### config.mk
export PLATFORM = sky130hd
export DESIGN_NAME = uart_tx_arbiter
export DESIGN_NICKNAME = d
export VERILOG_FILES = /design/src/rtl/uart_tx_arbiter_pkg.sv /design/src/rtl/uart_tx_arbiter_rr_picker.sv /design/src/rtl/uart_tx_arbiter.sv
export SDC_FILE = /design/constraint.sdc
export NUM_CORES = 1
export LEC_CHECK = 0
export CELL_PAD_IN_SITES_DETAIL_PLACEMENT = 2
export CELL_PAD_IN_SITES_GLOBAL_PLACEMENT = 2
export CORE_MARGIN = 8
export CORE_UTILIZATION = 30
export CTS_CLUSTER_DIAMETER = 50
export DETAILED_ROUTE_END_ITERATION = 16
export GPL_ROUTABILITY_DRIVEN = 0
export MAX_ROUTING_LAYER = met4
export PLACE_DENSITY = 0.84
export SLEW_MARGIN = 15
export SYNTH_ARGS = -nofsm -noshare
export SYNTH_HDL_FRONTEND = slang
export SYNTH_HIERARCHICAL = 1
export SYNTH_SLANG_ARGS = --single-unit
### constraint.sdc
create_clock -name clk -period 8.4 [get_ports clk]
set_input_delay 0.84 -clock clk [delete_from_list [all_inputs] [get_ports clk]]
set_output_delay 0.84 -clock clk [all_outputs]
set_load 0.1 [all_outputs]
### src/rtl/uart_tx_arbiter_pkg.sv
// Shared constants and types for the Uart8 transmit arbiter: byte width, FSM encoding,
// and the round-robin pointer advance.
package uart_tx_arbiter_pkg;

    localparam int BYTE_W = 8;

    typedef logic [BYTE_W-1:0] uartByte_t;

    typedef enum logic [1:0] {
        IDLE  = 2'd0,
        START = 2'd1,
        SEND  = 2'd2
    } arbState_t;

    // Next pointer position after serving (or dropping) requester idx out of n.
    function automatic int wrapInc(input int idx, input int n);
        return (idx + 1) % n;
    endfunction

endpackage

### src/rtl/uart_tx_arbiter_rr_picker.sv
// Combinational round-robin picker: first set req scanning upward from ptr, wrapping.
// Zero latency; no state, no backpressure.
module rr_picker #(
    parameter int NUM_REQ = 4,
    localparam int PTR_W = $clog2(NUM_REQ)
) (
    input  logic [NUM_REQ-1:0] req,
    input  logic [PTR_W-1:0]   ptr,
    output logic [NUM_REQ-1:0] onehot,
    output logic [PTR_W-1:0]   index,
    output logic               valid
);

    always_comb begin
        int               cand;
        logic [PTR_W-1:0] candIdx;
        onehot  = '0;
        index   = '0;
        valid   = 1'b0;
        cand    = 0;
        candIdx = '0;
        for (int k = 0; k < NUM_REQ; k++) begin
            cand    = (int'(ptr) + k) % NUM_REQ;
            candIdx = PTR_W'(cand);
            if (!valid && req[candIdx]) begin
                valid           = 1'b1;
                onehot[candIdx] = 1'b1;
                index           = candIdx;
            end
        end
    end

endmodule

### src/rtl/uart_tx_arbiter.sv
// Round-robin share of one Uart8 transmitter; grant/txStart one edge after req, ack one edge after txDone.
// Requesters hold req until ack; a missing txBusy within START_TIMEOUT drops the byte with an err pulse.
module uart_tx_arbiter
    import uart_tx_arbiter_pkg::*;
#(
    parameter int NUM_REQ       = 4,
    parameter int START_TIMEOUT = 64
) (
    input  logic                      clk,
    input  logic                      reset,
    input  logic                      en,
    input  logic [NUM_REQ-1:0]        req,
    input  logic [BYTE_W*NUM_REQ-1:0] reqData,
    output logic [NUM_REQ-1:0]        grant,
    output logic [NUM_REQ-1:0]        ack,
    output logic                      err,
    output logic                      txEn,
    output logic                      txStart,
    output logic [BYTE_W-1:0]         txData,
    input  logic                      txBusy,
    input  logic                      txDone
);

    localparam int PTR_W = $clog2(NUM_REQ);
    localparam int CNT_W = $clog2(START_TIMEOUT + 1);

    arbState_t          state;
    logic [PTR_W-1:0]   ptr;
    logic [PTR_W-1:0]   owner;
    logic [PTR_W-1:0]   ptrAfterOwner;
    logic [CNT_W-1:0]   cnt;

    logic [NUM_REQ-1:0] pickOnehot;
    logic [PTR_W-1:0]   pickIndex;
    logic               pickValid;

    uartByte_t          reqByte [NUM_REQ];

    for (genvar g = 0; g < NUM_REQ; g++) begin : gReqByte
        assign reqByte[g] = reqData[BYTE_W*g +: BYTE_W];
    end

    assign ptrAfterOwner = PTR_W'(wrapInc(int'(owner), NUM_REQ));

    rr_picker #(
        .NUM_REQ (NUM_REQ)
    ) picker (
        .req    (req),
        .ptr    (ptr),
        .onehot (pickOnehot),
        .index  (pickIndex),
        .valid  (pickValid)
    );

    always_ff @(posedge clk) begin
        if (reset) begin
            state   <= IDLE;
            ptr     <= '0;
            owner   <= '0;
            cnt     <= '0;
            grant   <= '0;
            ack     <= '0;
            err     <= 1'b0;
            txEn    <= 1'b0;
            txStart <= 1'b0;
            txData  <= '0;
        end else begin
            txEn <= en;
            ack  <= '0;
            err  <= 1'b0;
            case (state)
                IDLE: begin
                    if (en && pickValid) begin
                        grant   <= pickOnehot;
                        owner   <= pickIndex;
                        txData  <= reqByte[pickIndex];
                        txStart <= 1'b1;
                        cnt     <= '0;
                        state   <= START;
                    end
                end
                START: begin
                    if (txBusy) begin
                        txStart <= 1'b0;
                        state   <= SEND;
                    end else if (cnt == CNT_W'(START_TIMEOUT - 1)) begin
                        // Transmitter never accepted the byte: drop it and move on.
                        txStart <= 1'b0;
                        grant   <= '0;
                        err     <= 1'b1;
                        ptr     <= ptrAfterOwner;
                        state   <= IDLE;
                    end else begin
                        cnt <= cnt + 1'b1;
                    end
                end
                SEND: begin
                    // txBusy falling alone is not trusted; only txDone ends the byte.
                    if (txDone) begin
                        ack   <= grant;
                        grant <= '0;
                        ptr   <= ptrAfterOwner;
                        state <= IDLE;
                    end
                end
                default: begin
                    txStart <= 1'b0;
                    grant   <= '0;
                    state   <= IDLE;
                end
            endcase
        end
    end

endmodule
; Word level (Yosys, flattened, before mapping)
; Cells that the tools add are included.
[classes]
n_eq_ne = 9
bitwise_logic = 7
n_mux = 54
order_cmp = 9
reduce_logical = 22
add_sub_neg = 5
[ops]
columns = operator, count
row1 = two-way mux 4 bit, 8
row2 = two-way mux 2 bit, 11
row3 = two-way mux 7 bit, 3
row4 = binary-select mux 8 bit (select 2 bit), 1
row5 = two-way mux 1 bit, 16
row6 = two-way mux 8 bit, 2
row7 = one-hot mux 7 bit (2 select lines), 1
row8 = less-than comparator 2 x 3 -> 1 bit (second input constant), 4
row9 = bitwise OR 4 bit, 3
row10 = one-hot mux 4 bit (3 select lines), 1
row11 = AND reduction 4 bit, 3
row12 = != test 2 bit (second input constant), 5
row13 = binary-select mux 1 bit (select 2 bit), 4
row14 = demux 1 bit (select 2 bit), 4
row15 = >= comparator 2 x 1 -> 1 bit (second input constant), 4
row16 = logical AND 1 bit, 8
row17 = adder 7 x 1 -> 7 bit (second input constant), 1
row18 = == test 7 x 6 -> 1 bit (second input constant), 1
row19 = one-hot mux 2 bit (3 select lines), 1
row20 = AND reduction 3 bit, 2
row21 = OR reduction 3 bit, 2
row22 = adder 2 x 1 -> 2 bit (second input constant), 2
row23 = adder 2 bit (second input constant), 2
row24 = one-hot mux 2 bit (2 select lines), 1
row25 = other kinds (11), 16
[totals]
reg_bits = 32

; Longest topological paths before layout
; Gate-level depths: netlist of the first run.
[depth]
depth_word = 16
depth_mapped = 13

; By module
; Netlist of the first run, hierarchy kept.
[by_module_without_submodules]
columns = module, seq_area_each_um2, area_each_um2, instances, cells_each
row1 = uart_tx_arbiter, 640.6, 1569.0, 1, 169
row2 = rr_picker, 0.0, 421.7, 1, 45

; Worst setup path after synthesis of the first run
; OpenSTA, ideal clock, no wires.
[synth_timing]
path_kind = input to register
start = input req[2]
end = register txData[0]
slack_ns = 5.542
path_buffers = 2
required_time_ns = 8.280
stages = 9
t_arrival_ns = 2.738
setup_ns = 0.120
path_cell_list = mux4_2 > buf_6 > and2b_2 > o21ai_0 > o31ai_1 > buf_2 > mux4_2 > nand2_1 > a21oi_1
[synth_between]
elab_chain_len = 16
elab_cells_between_ends = 28
[synth_rtl]
columns = element, line
row1 = "start, declared", uart_tx_arbiter.sv:12  ; input logic [NUM_REQ-1:0] req,
row2 = binary-select mux 1 bit (select 2 bit), uart_tx_arbiter_rr_picker.sv:25  ; if (!valid && req[candIdx]) begin
row3 = two-way mux 1 bit (implied by the code), uart_tx_arbiter_rr_picker.sv:25
row4 = two-way mux 1 bit, uart_tx_arbiter_rr_picker.sv:25
row5 = zero test 1 bit, uart_tx_arbiter_rr_picker.sv:25
row6 = logical AND 1 bit, uart_tx_arbiter_rr_picker.sv:25
row7 = two-way mux 1 bit, uart_tx_arbiter_rr_picker.sv:25
row8 = zero test 1 bit, uart_tx_arbiter_rr_picker.sv:25
row9 = logical AND 1 bit, uart_tx_arbiter_rr_picker.sv:25
row10 = two-way mux 1 bit, uart_tx_arbiter_rr_picker.sv:25
row11 = zero test 1 bit, uart_tx_arbiter_rr_picker.sv:25
row12 = logical AND 1 bit, uart_tx_arbiter_rr_picker.sv:25
row13 = two-way mux 2 bit *, uart_tx_arbiter_rr_picker.sv:25
row14 = net pickIndex[0], uart_tx_arbiter.sv:34  ; logic [PTR_W-1:0] pickIndex;
row15 = NOT 2 -> 3 bit (implied by the code) *, uart_tx_arbiter.sv:76  ; txData <= reqByte[pickIndex];
row16 = binary-select mux 8 bit (select 2 bit) *, uart_tx_arbiter.sv:76
row17 = two-way mux 8 bit (implied by the code) * (2 in series), uart_tx_arbiter.sv:76
row18 = "end signal, assigned", uart_tx_arbiter.sv:76
row19 = "end, declared", uart_tx_arbiter.sv:19  ; output logic [BYTE_W-1:0] txData,
; Mark *: on every way through the listed nets, which the timed path passes. The rest lies on a longest branch. The select of a mux whose other input is x is not followed.
; A chain may end at the register's enable or synchronous reset.

; Final worst setup path of the first run
[layout_timing]
start = register ptr[0]
end = register cnt[4]
[layout_between]
elab_chain_len = 15
elab_cells_between_ends = 24
[layout_rtl]
columns = element, line
row1 = "start, declared", uart_tx_arbiter.sv:28  ; logic [PTR_W-1:0] ptr;
row2 = "start signal, assigned", uart_tx_arbiter.sv:91  ; ptr <= ptrAfterOwner;
row3 = "start signal, assigned", uart_tx_arbiter.sv:102  ; ptr <= ptrAfterOwner;
row4 = "parallel branches: the longest is 11 deep, another holds adder 2 x 1 -> 2 bit", n/a
row5 = two-way mux 1 bit *, uart_tx_arbiter_rr_picker.sv:25
row6 = net pickValid, uart_tx_arbiter.sv:35  ; logic pickValid;
row7 = logical AND 1 bit *, uart_tx_arbiter.sv:73  ; if (en && pickValid) begin
row8 = != test 2 bit (no line) *, n/a
row9 = AND reduction 4 bit (no line) *, n/a
row10 = "end signal, assigned", uart_tx_arbiter.sv:94  ; cnt <= cnt + 1'b1;
row11 = "end, declared", uart_tx_arbiter.sv:31  ; logic [CNT_W-1:0] cnt;
; Mark *: on every way through the listed nets, which the timed path passes. The select of a mux whose other input is x is not followed.

==> results of run 1 <==
[final timing paths]
kind                                start   endpoint  slack, ns  depth (start not counted)
worst max-delay path               ptr[0]     cnt[4]       4.75                          9
worst min-delay path            txData[3]  txData[3]       0.46                          2
worst max register to register     ptr[0]     cnt[4]       4.75                          9
worst min register to register  txData[3]  txData[3]       0.46                          2
[final cells by class]
class                           instances  area, µm²
Fill cell                             704       3660
Tap cell                               77       96.3
Timing Repair Buffer                   60        598
Clock buffer                            6       72.6
Inverter                                7       26.3
Multi-Input combinational cell        162       1260
Clock inverter                          2       35.0
Sequential cell                        32        641
[metrics by stage]
stage | setup slack, ns | instances | power, W | hold slack [ns]
4_1_cts | 4.60 | 346 | 0.000495 | 0.465
2_1_floorplan | 5.54 | 214 | 0.000292 | 0.445
3_5_place_dp | 4.33 | 338 | 0.000342 | 0.456
5_1_grt | 4.46 | 346 | 0.000512 | 0.500
3_3_place_gp | 4.45 | 338 | 0.000336 | 0.443
6_report | 4.75 | 346 | 0.000490 | 0.465
[logic make-up (layout without fill, tap and decap cells)]
logic type	count (synthesis)	count (layout)	share of synthesized area
AO/OA/AOI/OAI	62	62	0.197
XOR/XNOR	1	1	0.00440
adder cells (fa/ha/maj)	6	6	0.0377
buffers and inverters	20	75	0.0515
flip-flops	32	32	0.322
multiplexers	18	18	0.170
AND/OR/NAND/NOR	75	75	0.217
[placed cells by master (no fill, tap or decap), types with 2 or more instances in the layout]
master                             n
sky130_fd_sc_hd__a21oi_1          22
sky130_fd_sc_hd__dfxtp_1          32
sky130_fd_sc_hd__nor2_1           10
sky130_fd_sc_hd__inv_1             7
sky130_fd_sc_hd__nor3_1            4
sky130_fd_sc_hd__clkbuf_8          5
sky130_fd_sc_hd__o21ai_1           7
sky130_fd_sc_hd__a21o_1            2
sky130_fd_sc_hd__and3_1            6
sky130_fd_sc_hd__or4b_1            4
sky130_fd_sc_hd__nand3_1           3
sky130_fd_sc_hd__or3_1             3
sky130_fd_sc_hd__mux2i_1           5
sky130_fd_sc_hd__nand2b_1          4
sky130_fd_sc_hd__clkdlybuf4s50_1  59
sky130_fd_sc_hd__o211ai_1          2
sky130_fd_sc_hd__mux4_1            2
sky130_fd_sc_hd__mux4_2           10
sky130_fd_sc_hd__nand2_1          26
sky130_fd_sc_hd__ha_1              6
sky130_fd_sc_hd__a22oi_1           8
sky130_fd_sc_hd__nor2b_1           3
sky130_fd_sc_hd__o21ai_0           8
[worst max-delay path: stages (launching register included)]
cell	delay [ns]
sky130_fd_sc_hd__dfxtp_1	0.79
sky130_fd_sc_hd__inv_1	0.17
sky130_fd_sc_hd__ha_1	0.40
sky130_fd_sc_hd__mux4_2	0.46
sky130_fd_sc_hd__nor3_1	0.38
sky130_fd_sc_hd__nand2b_1	0.18
sky130_fd_sc_hd__and4bb_2	0.42
sky130_fd_sc_hd__or2_1	0.32
sky130_fd_sc_hd__a2111o_1	0.39
sky130_fd_sc_hd__nand2_1	0.08
[layer usage]
layer | routed length [µm] | vias to the layer above | share of wire | global-route usage
li1 | - | 910 | - | -
met1 | 2600 | 927 | 0.41 | 0.149
met2 | 3280 | 51 | 0.52 | 0.241
met3 | 391 | 9 | 0.061 | 0.0505
met4 | 80 | 0 | 0.013 | 0.0396
met5 | 0 | - | 0 | -
[sequential cells by signal (all words and copies together), names as in the netlist]
signal	flops
ack	4
ptr	2
owner	2
err	1
txStart	1
txEn	1
grant	4
state	2
cnt	7
txData	8
[report_power, final]
part	internal, W	total, W	switching (W)
logic	0.0000643	0.000166	0.000101
clock network	0.0000881	0.000152	0.0000636
registers	0.000161	0.000172	0.0000110
==> results.sh, run 1 <==
export IMPL_yosys_area_top_type="sky130_fd_sc_hd__dfxtp_1"
export IMPL_synthArstFlopShare=0
export IMPL_overflow=0
export IMPL_drt_initial_drc_count=57
export IMPL_std_cell_rows=29
export IMPL_synth_top_area_frac=0.322
export IMPL_synth_yosys_seq_area_share=0.322
export IMPL_ir_drop_uv=95.3
export IMPL_gate_count_post_synth=214
export IMPL_drtAntennaViolNets=0
export IMPL_via_count=1897
export IMPL_leakagePower_nw=0.969
export IMPL_worst_ep_arrival_time_ns=3.89
export IMPL_diodes=0
export IMPL_slew_limit_headroom=0.323
export IMPL_cap_violations=0
export IMPL_chipWidth_um=97.5
export IMPL_power_density_nw_per_um2=179
export IMPL_tightest_slew_ns=1.01
export IMPL_final_period_utilization=0.434
export IMPL_design_die_area_um2=9500
export IMPL_worstSetupEndpointType="flop"
export IMPL_yosysWarningCount=6
export IMPL_clock_sinks=32
export IMPL_clock_insertion_delay_worst_skew_ns=0.30
export IMPL_buffer_ports_inserted=59
export IMPL_cts_htree_levels=2
export IMPL_initial_core_util=0.312
export IMPL_synth_enable_flop_cells=0
export IMPL_post_synth_num_cell_types=52
export IMPL_unrepaired_setup_endpoints_after_global_routing="no"
export IMPL_tritoncts_num_buffers=5
export IMPL_cts_repair_resized=0
export IMPL_main_flop_type_after_synthesis="sky130_fd_sc_hd__dfxtp_1"
export IMPL_cts_max_path_buffers=2
export IMPL_routedWlPerCell_um=18.4
export IMPL_avgSynthCellArea_um2=9.30
export IMPL_postCtsSetupBuffers=0
export IMPL_worstHoldPathType="reg -> reg"
export IMPL_grt_pass1_vias=2174
export IMPL_final_hold_violation_count=0
export IMPL_area_growth_syn_to_layout_pct=37.1
export IMPL_final_max_slew_viol_count=0
export IMPL_layout_nets=315
export IMPL_antenna_violations_before_repair=0
export IMPL_layout_min_cycle_time_ns=3.65
export IMPL_postCtsHoldBufs=0
export IMPL_setup_violations=0
export IMPL_postPlaceCellArea_um2=2610
export IMPL_track_usage=0.141
export IMPL_postRouteWirelength_um=6360
export IMPL_drt_vias_per_instance=5.48
export IMPL_synth_seq_cells=32
export IMPL_floorplan_core_area_um2=6390
export IMPL_criticalPathCategory="reg -> reg"
export IMPL_tritoncts_clock_tree="done"
export IMPL_drive_gt1_frac=0.104
export IMPL_post_synth_instance_area_um2=1990
export IMPL_status="finished clean"
export IMPL_postLayoutCellArea_um2=2730
export IMPL_postSynthNetCount=261
export IMPL_final_setup_skew_ns=0.00847
export IMPL_grt_start_max_net_pins=25
export IMPL_grt_first_pass_wirelength_um=10800
export IMPL_synth_top_cells_by_area="sky130_fd_sc_hd__dfxtp_1 (32%), sky130_fd_sc_hd__mux4_2 (11%), sky130_fd_sc_hd__a21oi_1 (5.5%)"
export IMPL_detail_route_drc_violations=0
export IMPL_worst_setup_path_start_kind="flop"
export IMPL_clk_pin_slew_ns=0.08
export IMPL_yosys_top_cells_count="sky130_fd_sc_hd__dfxtp_1 (32), sky130_fd_sc_hd__nand2_1 (26), sky130_fd_sc_hd__a21oi_1 (22), sky130_fd_sc_hd__mux4_2 (10), sky130_fd_sc_hd__nor2_1 (10)"
export IMPL_floorplan_die_height_um=97.5
export IMPL_synth_most_common_cell="sky130_fd_sc_hd__dfxtp_1"
export IMPL_critical_path_peak_fanout=20
export IMPL_floorplan_io_pins=60
export IMPL_setup_tns_final_ns=0
export IMPL_finalCoreUtilization=0.428
export IMPL_worst_endpoint_required_ns=8.64
export IMPL_cts_root_buf="sky130_fd_sc_hd__clkbuf_8"
export IMPL_dp_hpwl_um=4860
export IMPL_max_freq_ghz=0.274
export IMPL_detailed_routing_iteration_count_for_the_pre_antenna_repair_pass=4
Power figures use the tool's default switching activity.
==> run 2, diff against run 1 <==
CORE_UTILIZATION = 28   (was 30)
PLACE_DENSITY = 0.79   (was 0.84)
clock period = 3.4 ns   (was 8.4 ns; I/O delays follow)
==> run 2 against run 1 <==
Core utilization shrank 2.0 points. Cell area grew 1.9%. Highest routed layer unchanged. Clock-buffer cell count is the same. Register-to-register slack lost 4.1 ns. Non-clock buffer count grew 5. Combinational power grew to 2.5 times the previous value. Critical endpoint is now txData[6].
==> results.sh, run 2 (synthesis gave the netlist of run 1 again) <==
export IMPL_area_growth_syn_to_layout_pct=39.8
export IMPL_min_delay_path_depth=2
export IMPL_grt_first_pass_wirelength_um=10900
export IMPL_floorplan_die_height_um=100
export IMPL_path_delay_family="multiplexers"
export IMPL_power_density_nw_per_um2=436
export IMPL_criticalPathCategory="reg -> reg"
export IMPL_setup_violations=0
export IMPL_final_setup_skew_ns=0.00900
export IMPL_track_usage=0.139
export IMPL_drtAntennaViolNets=0
export IMPL_cts_max_path_buffers=2
export IMPL_stdcell_count=370
export IMPL_floorplan_io_pins=60
export IMPL_pre_cts_ws_ns=0.362
export IMPL_std_cell_rows=30
export IMPL_layout_nets=320
export IMPL_cts_repair_resized=0
export IMPL_tritoncts_num_buffers=5
export IMPL_buffer_ports_inserted=59
export IMPL_leakagePower_nw=0.993
export IMPL_postCtsSetupBuffers=0
export IMPL_diodes=0
export IMPL_setup_slack_ns=0.621
export IMPL_place_inst=362
export IMPL_routedWlPerCell_um=17.5
export IMPL_final_max_slew_viol_count=0
export IMPL_crit_cells=10
export IMPL_floorplan_core_area_um2=6830
export IMPL_antenna_violations_before_repair=0
export IMPL_worst_ep_arrival_time_ns=2.96
export IMPL_critical_path_slowest_cell="sky130_fd_sc_hd__mux4_2"
export IMPL_clock_insertion_delay_worst_skew_ns=0.29
export IMPL_largest_register_ff_count=8
export IMPL_initial_core_util=0.291
export IMPL_hold_path_startpoint="txData[7]"
export IMPL_overflow=0
export IMPL_drive_gt1_frac=0.120
export IMPL_worstHoldPathType="reg -> reg"
export IMPL_cts_htree_levels=2
export IMPL_worst_setup_path_start_kind="flop"
export IMPL_detail_route_drc_violations=0
export IMPL_via_count=1909
export IMPL_worstRegToRegCells=10
export IMPL_grt_pass1_vias=2166
export IMPL_worstSetupEndpointType="flop"
export IMPL_setup_tns_final_ns=0
export IMPL_max_freq_ghz=0.360
export IMPL_critical_path_peak_fanout=10
export IMPL_worst_r2r_setup_slack_ns=0.62
export IMPL_cap_violations=0
export IMPL_drt_initial_drc_count=52
export IMPL_final_hold_violation_count=0
export IMPL_tritoncts_clock_tree="done"
export IMPL_critPathMostFrequentCell="sky130_fd_sc_hd__mux4_2"
export IMPL_postCtsHoldBufs=0
export IMPL_grt_start_max_net_pins=20
export IMPL_design_die_area_um2=10100
export IMPL_status="finished clean"
export IMPL_drt_vias_per_instance=5.16
export IMPL_reg2reg_from="ptr[1]"
export IMPL_critPathMaxStageDelay_ns=0.53
export IMPL_registers_with_the_highest_flip_flop_counts="txData x8, cnt x7"
export IMPL_detailed_routing_iteration_count_for_the_pre_antenna_repair_pass=4
export IMPL_critical_path_cell_chain="inv_1 > ha_1 > mux4_2 > and2b_2 > o21ai_0 > o31ai_2 > buf_4 > mux4_2 > nand2_1 > a21oi_1"
export IMPL_dp_hpwl_um=5020
export IMPL_postRouteWirelength_um=6490
export IMPL_slew_limit_headroom=0.328
export IMPL_layout_min_cycle_time_ns=2.78
export IMPL_registers_top_by_ff_count="txData"
export IMPL_clock_sinks=32
export IMPL_ir_drop_uv=137
export IMPL_layout_commonest_cell="sky130_fd_sc_hd__clkdlybuf4s50_1"
export IMPL_chipWidth_um=100
export IMPL_tightest_slew_ns=1.01
export IMPL_unrepaired_setup_endpoints_after_global_routing="no"
export IMPL_commonest_cells_after_routing_fill_and_taps_aside="sky130_fd_sc_hd__clkdlybuf4s50_1 (59), sky130_fd_sc_hd__dfxtp_1 (32), sky130_fd_sc_hd__nand2_1 (26), sky130_fd_sc_hd__a21oi_1 (22)"
export IMPL_worst_hold_path_endpoint="txData[7]"
export IMPL_final_period_utilization=0.817
export IMPL_crit_buf_inv=2
export IMPL_cts_root_buf="sky130_fd_sc_hd__clkbuf_8"
export IMPL_worst_r2r_endpoint="txData[6]"
export IMPL_clk_pin_slew_ns=0.08
export IMPL_worst_endpoint_required_ns=3.58
run 2: cell types whose count changed in the layout (fill, tap and decap cells not counted), sizes merged:
cell	previous run	this run
buf	1	6
run 2: worst max-delay path by stage:
stage,slack (ns),to,from
floorplan,0.57,txData[0],ptr[0]
global placement,0.43,txData[6],req[2]
detailed placement,0.36,txData[6],req[2]
CTS,0.58,txData[2],ptr[1]
global route,0.46,txData[7],ptr[1]
finish,0.62,txData[6],ptr[1]
run 2: worst reg2reg max path, cell delays in order (launching register included):
cell and delay (ns):
sky130_fd_sc_hd__dfxtp_1 0.33, sky130_fd_sc_hd__inv_1 0.09, sky130_fd_sc_hd__ha_1 0.37, sky130_fd_sc_hd__mux4_2 0.45, sky130_fd_sc_hd__and2b_2 0.31, sky130_fd_sc_hd__o21ai_0 0.10
sky130_fd_sc_hd__o31ai_2 0.09, sky130_fd_sc_hd__buf_4 0.26, sky130_fd_sc_hd__mux4_2 0.54, sky130_fd_sc_hd__nand2_1 0.09, sky130_fd_sc_hd__a21oi_1 0.06
run 2: layout make-up:
type / count / area [µm²]
clock buffer: 6 / 72.6
clock inverter: 2 / 35.0
fill: 763 / 4050
inverter: 7 / 26.3
multi-input combinational: 162 / 1250
sequential: 32 / 641
tap: 96 / 120
timing repair buffer: 65 / 636
run 2: layer usage:
layer | share of wire | vias up | global-route usage
met3 | 0.065 | 6 | 0.0464
li1 | - | 917 | -
met5 | 0 | - | -
met4 | 0.0065 | 0 | 0.0279
met1 | 0.43 | 931 | 0.156
met2 | 0.49 | 55 | 0.235
run 2: stage by stage:
stage,hold WS [ns],total power (W),util,cell area (µm²)
after floorplan,0.445,0.000723,-,1990
after global placement,0.441,0.000842,0.392,2680
after detailed placement,0.453,0.000853,0.392,2680
after CTS,0.462,0.00124,0.407,2780
after global routing,0.489,0.00128,0.407,2780
final,0.461,0.00121,0.407,2780
run 2: report_power, final:
part           switching, W  total [W]  internal, W
logic              0.000255   0.000420     0.000165
clock network      0.000153   0.000371     0.000218
registers         0.0000232   0.000422     0.000399
==> run 3, diff against run 2 <==
clock period = 2.57 ns   (was 3.4 ns; I/O delays follow)
==> run 3 against run 2 <==
The flow now finishes with violations (negative setup slack). Hold slack gained 0.0021 ns. Via count grew 7.7%. Sequential power grew 32%. Cell area grew 8.9%. Routed wire length grew 7.8%. Sequential share of layout area shrank 1.6 points. Largest cell class unchanged.
==> results.sh, run 3 (synthesis gave the netlist of run 1 again) <==
export IMPL_floorplan_die_height_um=100
export IMPL_grt_pass1_vias=2225
export IMPL_critPathMaxStageDelay_ns=0.52
export IMPL_critical_path_slowest_cell="sky130_fd_sc_hd__mux4_2"
export IMPL_grt_first_pass_wirelength_um=11300
export IMPL_postCtsHoldBufs=0
export IMPL_worst_setup_path_start_kind="flop"
export IMPL_violations="negative setup slack"
export IMPL_cts_root_buf="sky130_fd_sc_hd__clkbuf_8"
export IMPL_critPathMostFrequentCell="sky130_fd_sc_hd__mux4_2"
export IMPL_cts_max_path_buffers=2
export IMPL_max_freq_ghz=0.384
export IMPL_reg2reg_from="ptr[1]"
export IMPL_hold_path_startpoint="txData[5]"
export IMPL_power_density_nw_per_um2=562
export IMPL_layout_commonest_cell="sky130_fd_sc_hd__buf_4"
export IMPL_status="finished with violations"
export IMPL_std_cell_rows=30
export IMPL_final_seq_area_um2=648
export IMPL_routedWlPerCell_um=17.7
export IMPL_cap_violations=0
export IMPL_crit_buf_inv=3
export IMPL_track_usage=0.143
export IMPL_clock_insertion_delay_worst_skew_ns=0.29
export IMPL_final_setup_skew_ns=0.00739
export IMPL_clock_sinks=32
export IMPL_layout_min_cycle_time_ns=2.60
export IMPL_worst_ep_arrival_time_ns=2.79
export IMPL_floorplan_core_area_um2=6830
export IMPL_detailed_routing_iteration_count_for_the_pre_antenna_repair_pass=4
export IMPL_min_delay_path_depth=2
export IMPL_layout_nets=344
export IMPL_cts_htree_levels=2
export IMPL_via_count=2056
export IMPL_slew_limit_headroom=0.656
export IMPL_area_growth_syn_to_layout_pct=52.2
export IMPL_buffer_ports_inserted=59
export IMPL_path_delay_family="multiplexers"
export IMPL_finalHoldWorstSlack_ns=0.463
export IMPL_clk_pin_slew_ns=0.07
export IMPL_chipWidth_um=100
export IMPL_overflow=0
export IMPL_ir_drop_uv=153
export IMPL_leakagePower_nw=1.21
export IMPL_unrepaired_setup_endpoints_after_global_routing="yes"
export IMPL_tritoncts_clock_tree="done"
export IMPL_postRouteWirelength_um=6990
export IMPL_worst_hold_path_endpoint="txData[5]"
export IMPL_setup_slack_ns=-0.0350
export IMPL_largest_register_ff_count=8
export IMPL_registers_top_by_ff_count="txData"
export IMPL_worstHoldPathType="reg -> reg"
export IMPL_grt_start_max_net_pins=14
export IMPL_initial_core_util=0.291
export IMPL_antenna_violations_before_repair=0
export IMPL_drtAntennaViolNets=0
export IMPL_place_inst=379
export IMPL_area_used_by_multi_input_combinational_logic_um2=1310
export IMPL_worst_r2r_endpoint="txData[7]"
export IMPL_nFillCells=753
export IMPL_worst_r2r_setup_slack_ns=-0.03
export IMPL_design_die_area_um2=10100
export IMPL_worst_endpoint_required_ns=2.75
export IMPL_criticalPathCategory="reg -> reg"
export IMPL_tightest_slew_ns=0.514
export IMPL_final_hold_violation_count=0
export IMPL_registers_with_the_highest_flip_flop_counts="txData x8, cnt x7"
export IMPL_drt_vias_per_instance=5.22
export IMPL_floorplan_io_pins=60
export IMPL_critical_path_peak_fanout=5
export IMPL_diodes=0
export IMPL_final_max_slew_viol_count=0
export IMPL_worstRegToRegCells=11
export IMPL_drt_initial_drc_count=29
export IMPL_detail_route_drc_violations=0
export IMPL_critical_path_cell_chain="inv_4 > ha_4 > buf_6 > mux4_2 > nor2b_4 > nor2_2 > o31ai_4 > clkbuf_16 > mux4_2 > nand2_2 > a21oi_1"
export IMPL_drive_gt1_frac=0.309
export IMPL_tritoncts_num_buffers=5
export IMPL_setup_violations=2
export IMPL_dp_hpwl_um=5340
export IMPL_commonest_cells_after_routing_fill_and_taps_aside="sky130_fd_sc_hd__buf_4 (44), sky130_fd_sc_hd__clkdlybuf4s50_1 (36), sky130_fd_sc_hd__dfxtp_1 (30), sky130_fd_sc_hd__nand2_1 (22), sky130_fd_sc_hd__a21oi_1 (22)"
export IMPL_stdcell_count=394
export IMPL_worstSetupEndpointType="flop"
export IMPL_final_period_utilization=1.01
==> run 3: changes by cell type in the layout (fill, tap and decap cells not counted), moves of 3 or more <==
cell,before,now
sky130_fd_sc_hd__dlymetal6s2s_1,0,4
sky130_fd_sc_hd__nand2_1,26,22
sky130_fd_sc_hd__buf_4,6,44
sky130_fd_sc_hd__clkdlybuf4s50_1,59,36
sky130_fd_sc_hd__nand2_2,0,4
sky130_fd_sc_hd__buf_6,0,3
==> run 3: per-layer routing <==
layer | GRT usage | wire length, µm
met2 | 0.246 | 3460
met3 | 0.0367 | 286
met1 | 0.162 | 3180
met4 | 0.0349 | 61
met5 | - | 0
==> run 3: power by group <==
part           switching, W  total [W]  internal (W)
logic              0.000374   0.000649      0.000275
clock network      0.000195   0.000498      0.000303
registers         0.0000285   0.000555      0.000527
total              0.000597    0.00170       0.00110
==> run 3: how the worst max path moves through the flow <==
stage | to | startpoint | slack (ns) | depth (start not counted)
2_1_floorplan | txData[0] | ptr[0] | 0.01 | 12
3_3_place_gp | txData[7] | req[0] | -0.23 | 9
3_5_place_dp | txData[7] | req[0] | -0.34 | 9
4_1_cts | txData[7] | ptr[0] | 0.01 | 11
5_1_grt | txData[7] | ptr[1] | -0.13 | 11
6_report | txData[7] | ptr[1] | -0.03 | 11
==> run 3: worst register-to-register path: stages, from the launching register on <==
cell	delay, ns
sky130_fd_sc_hd__dfxtp_4	0.39
sky130_fd_sc_hd__inv_4	0.05
sky130_fd_sc_hd__ha_4	0.24
sky130_fd_sc_hd__buf_6	0.12
sky130_fd_sc_hd__mux4_2	0.26
sky130_fd_sc_hd__nor2b_4	0.16
sky130_fd_sc_hd__nor2_2	0.06
sky130_fd_sc_hd__o31ai_4	0.33
sky130_fd_sc_hd__clkbuf_16	0.22
sky130_fd_sc_hd__mux4_2	0.52
sky130_fd_sc_hd__nand2_2	0.09
sky130_fd_sc_hd__a21oi_1	0.06
==> run 3: repair_timing <==
| action | 4_1_cts | 5_1_grt |
|---|---|---|
| gates cloned | 0 | 2 |
| pin swaps | 0 | 5 |
| resized for setup | 3 | 21 |
| setup buffers | 2 | 3 |
| endpoints found under the setup margin | 9 | 16 |
==> run 3: final cells by class <==
cell class,count,area share
clock buffers,8,0.0401
inverters,7,0.0103
multi-input cells,163,0.432
flip-flops and latches,32,0.214
well taps,96,0.0397
repair buffers,88,0.264
==> run 3: metrics by stage <==
| stage | setup TNS, ns | total power [W] | utilization | setup WS, ns | area, µm² |
|---|---|---|---|---|---|
| 6_report | -0.0453 | 0.00170 | 0.443 | -0.0350 | 3030 |
| 4_1_cts | 0 | 0.00168 | 0.428 | 0.0103 | 2920 |
| 3_3_place_gp | -2.34 | 0.00115 | 0.408 | -0.226 | 2790 |
| 2_1_floorplan | 0 | 0.000962 | - | 0.00991 | 2020 |
| 5_1_grt | -1.17 | 0.00179 | 0.443 | -0.132 | 3030 |
| 3_5_place_dp | -4.21 | 0.00117 | 0.408 | -0.337 | 2790 |
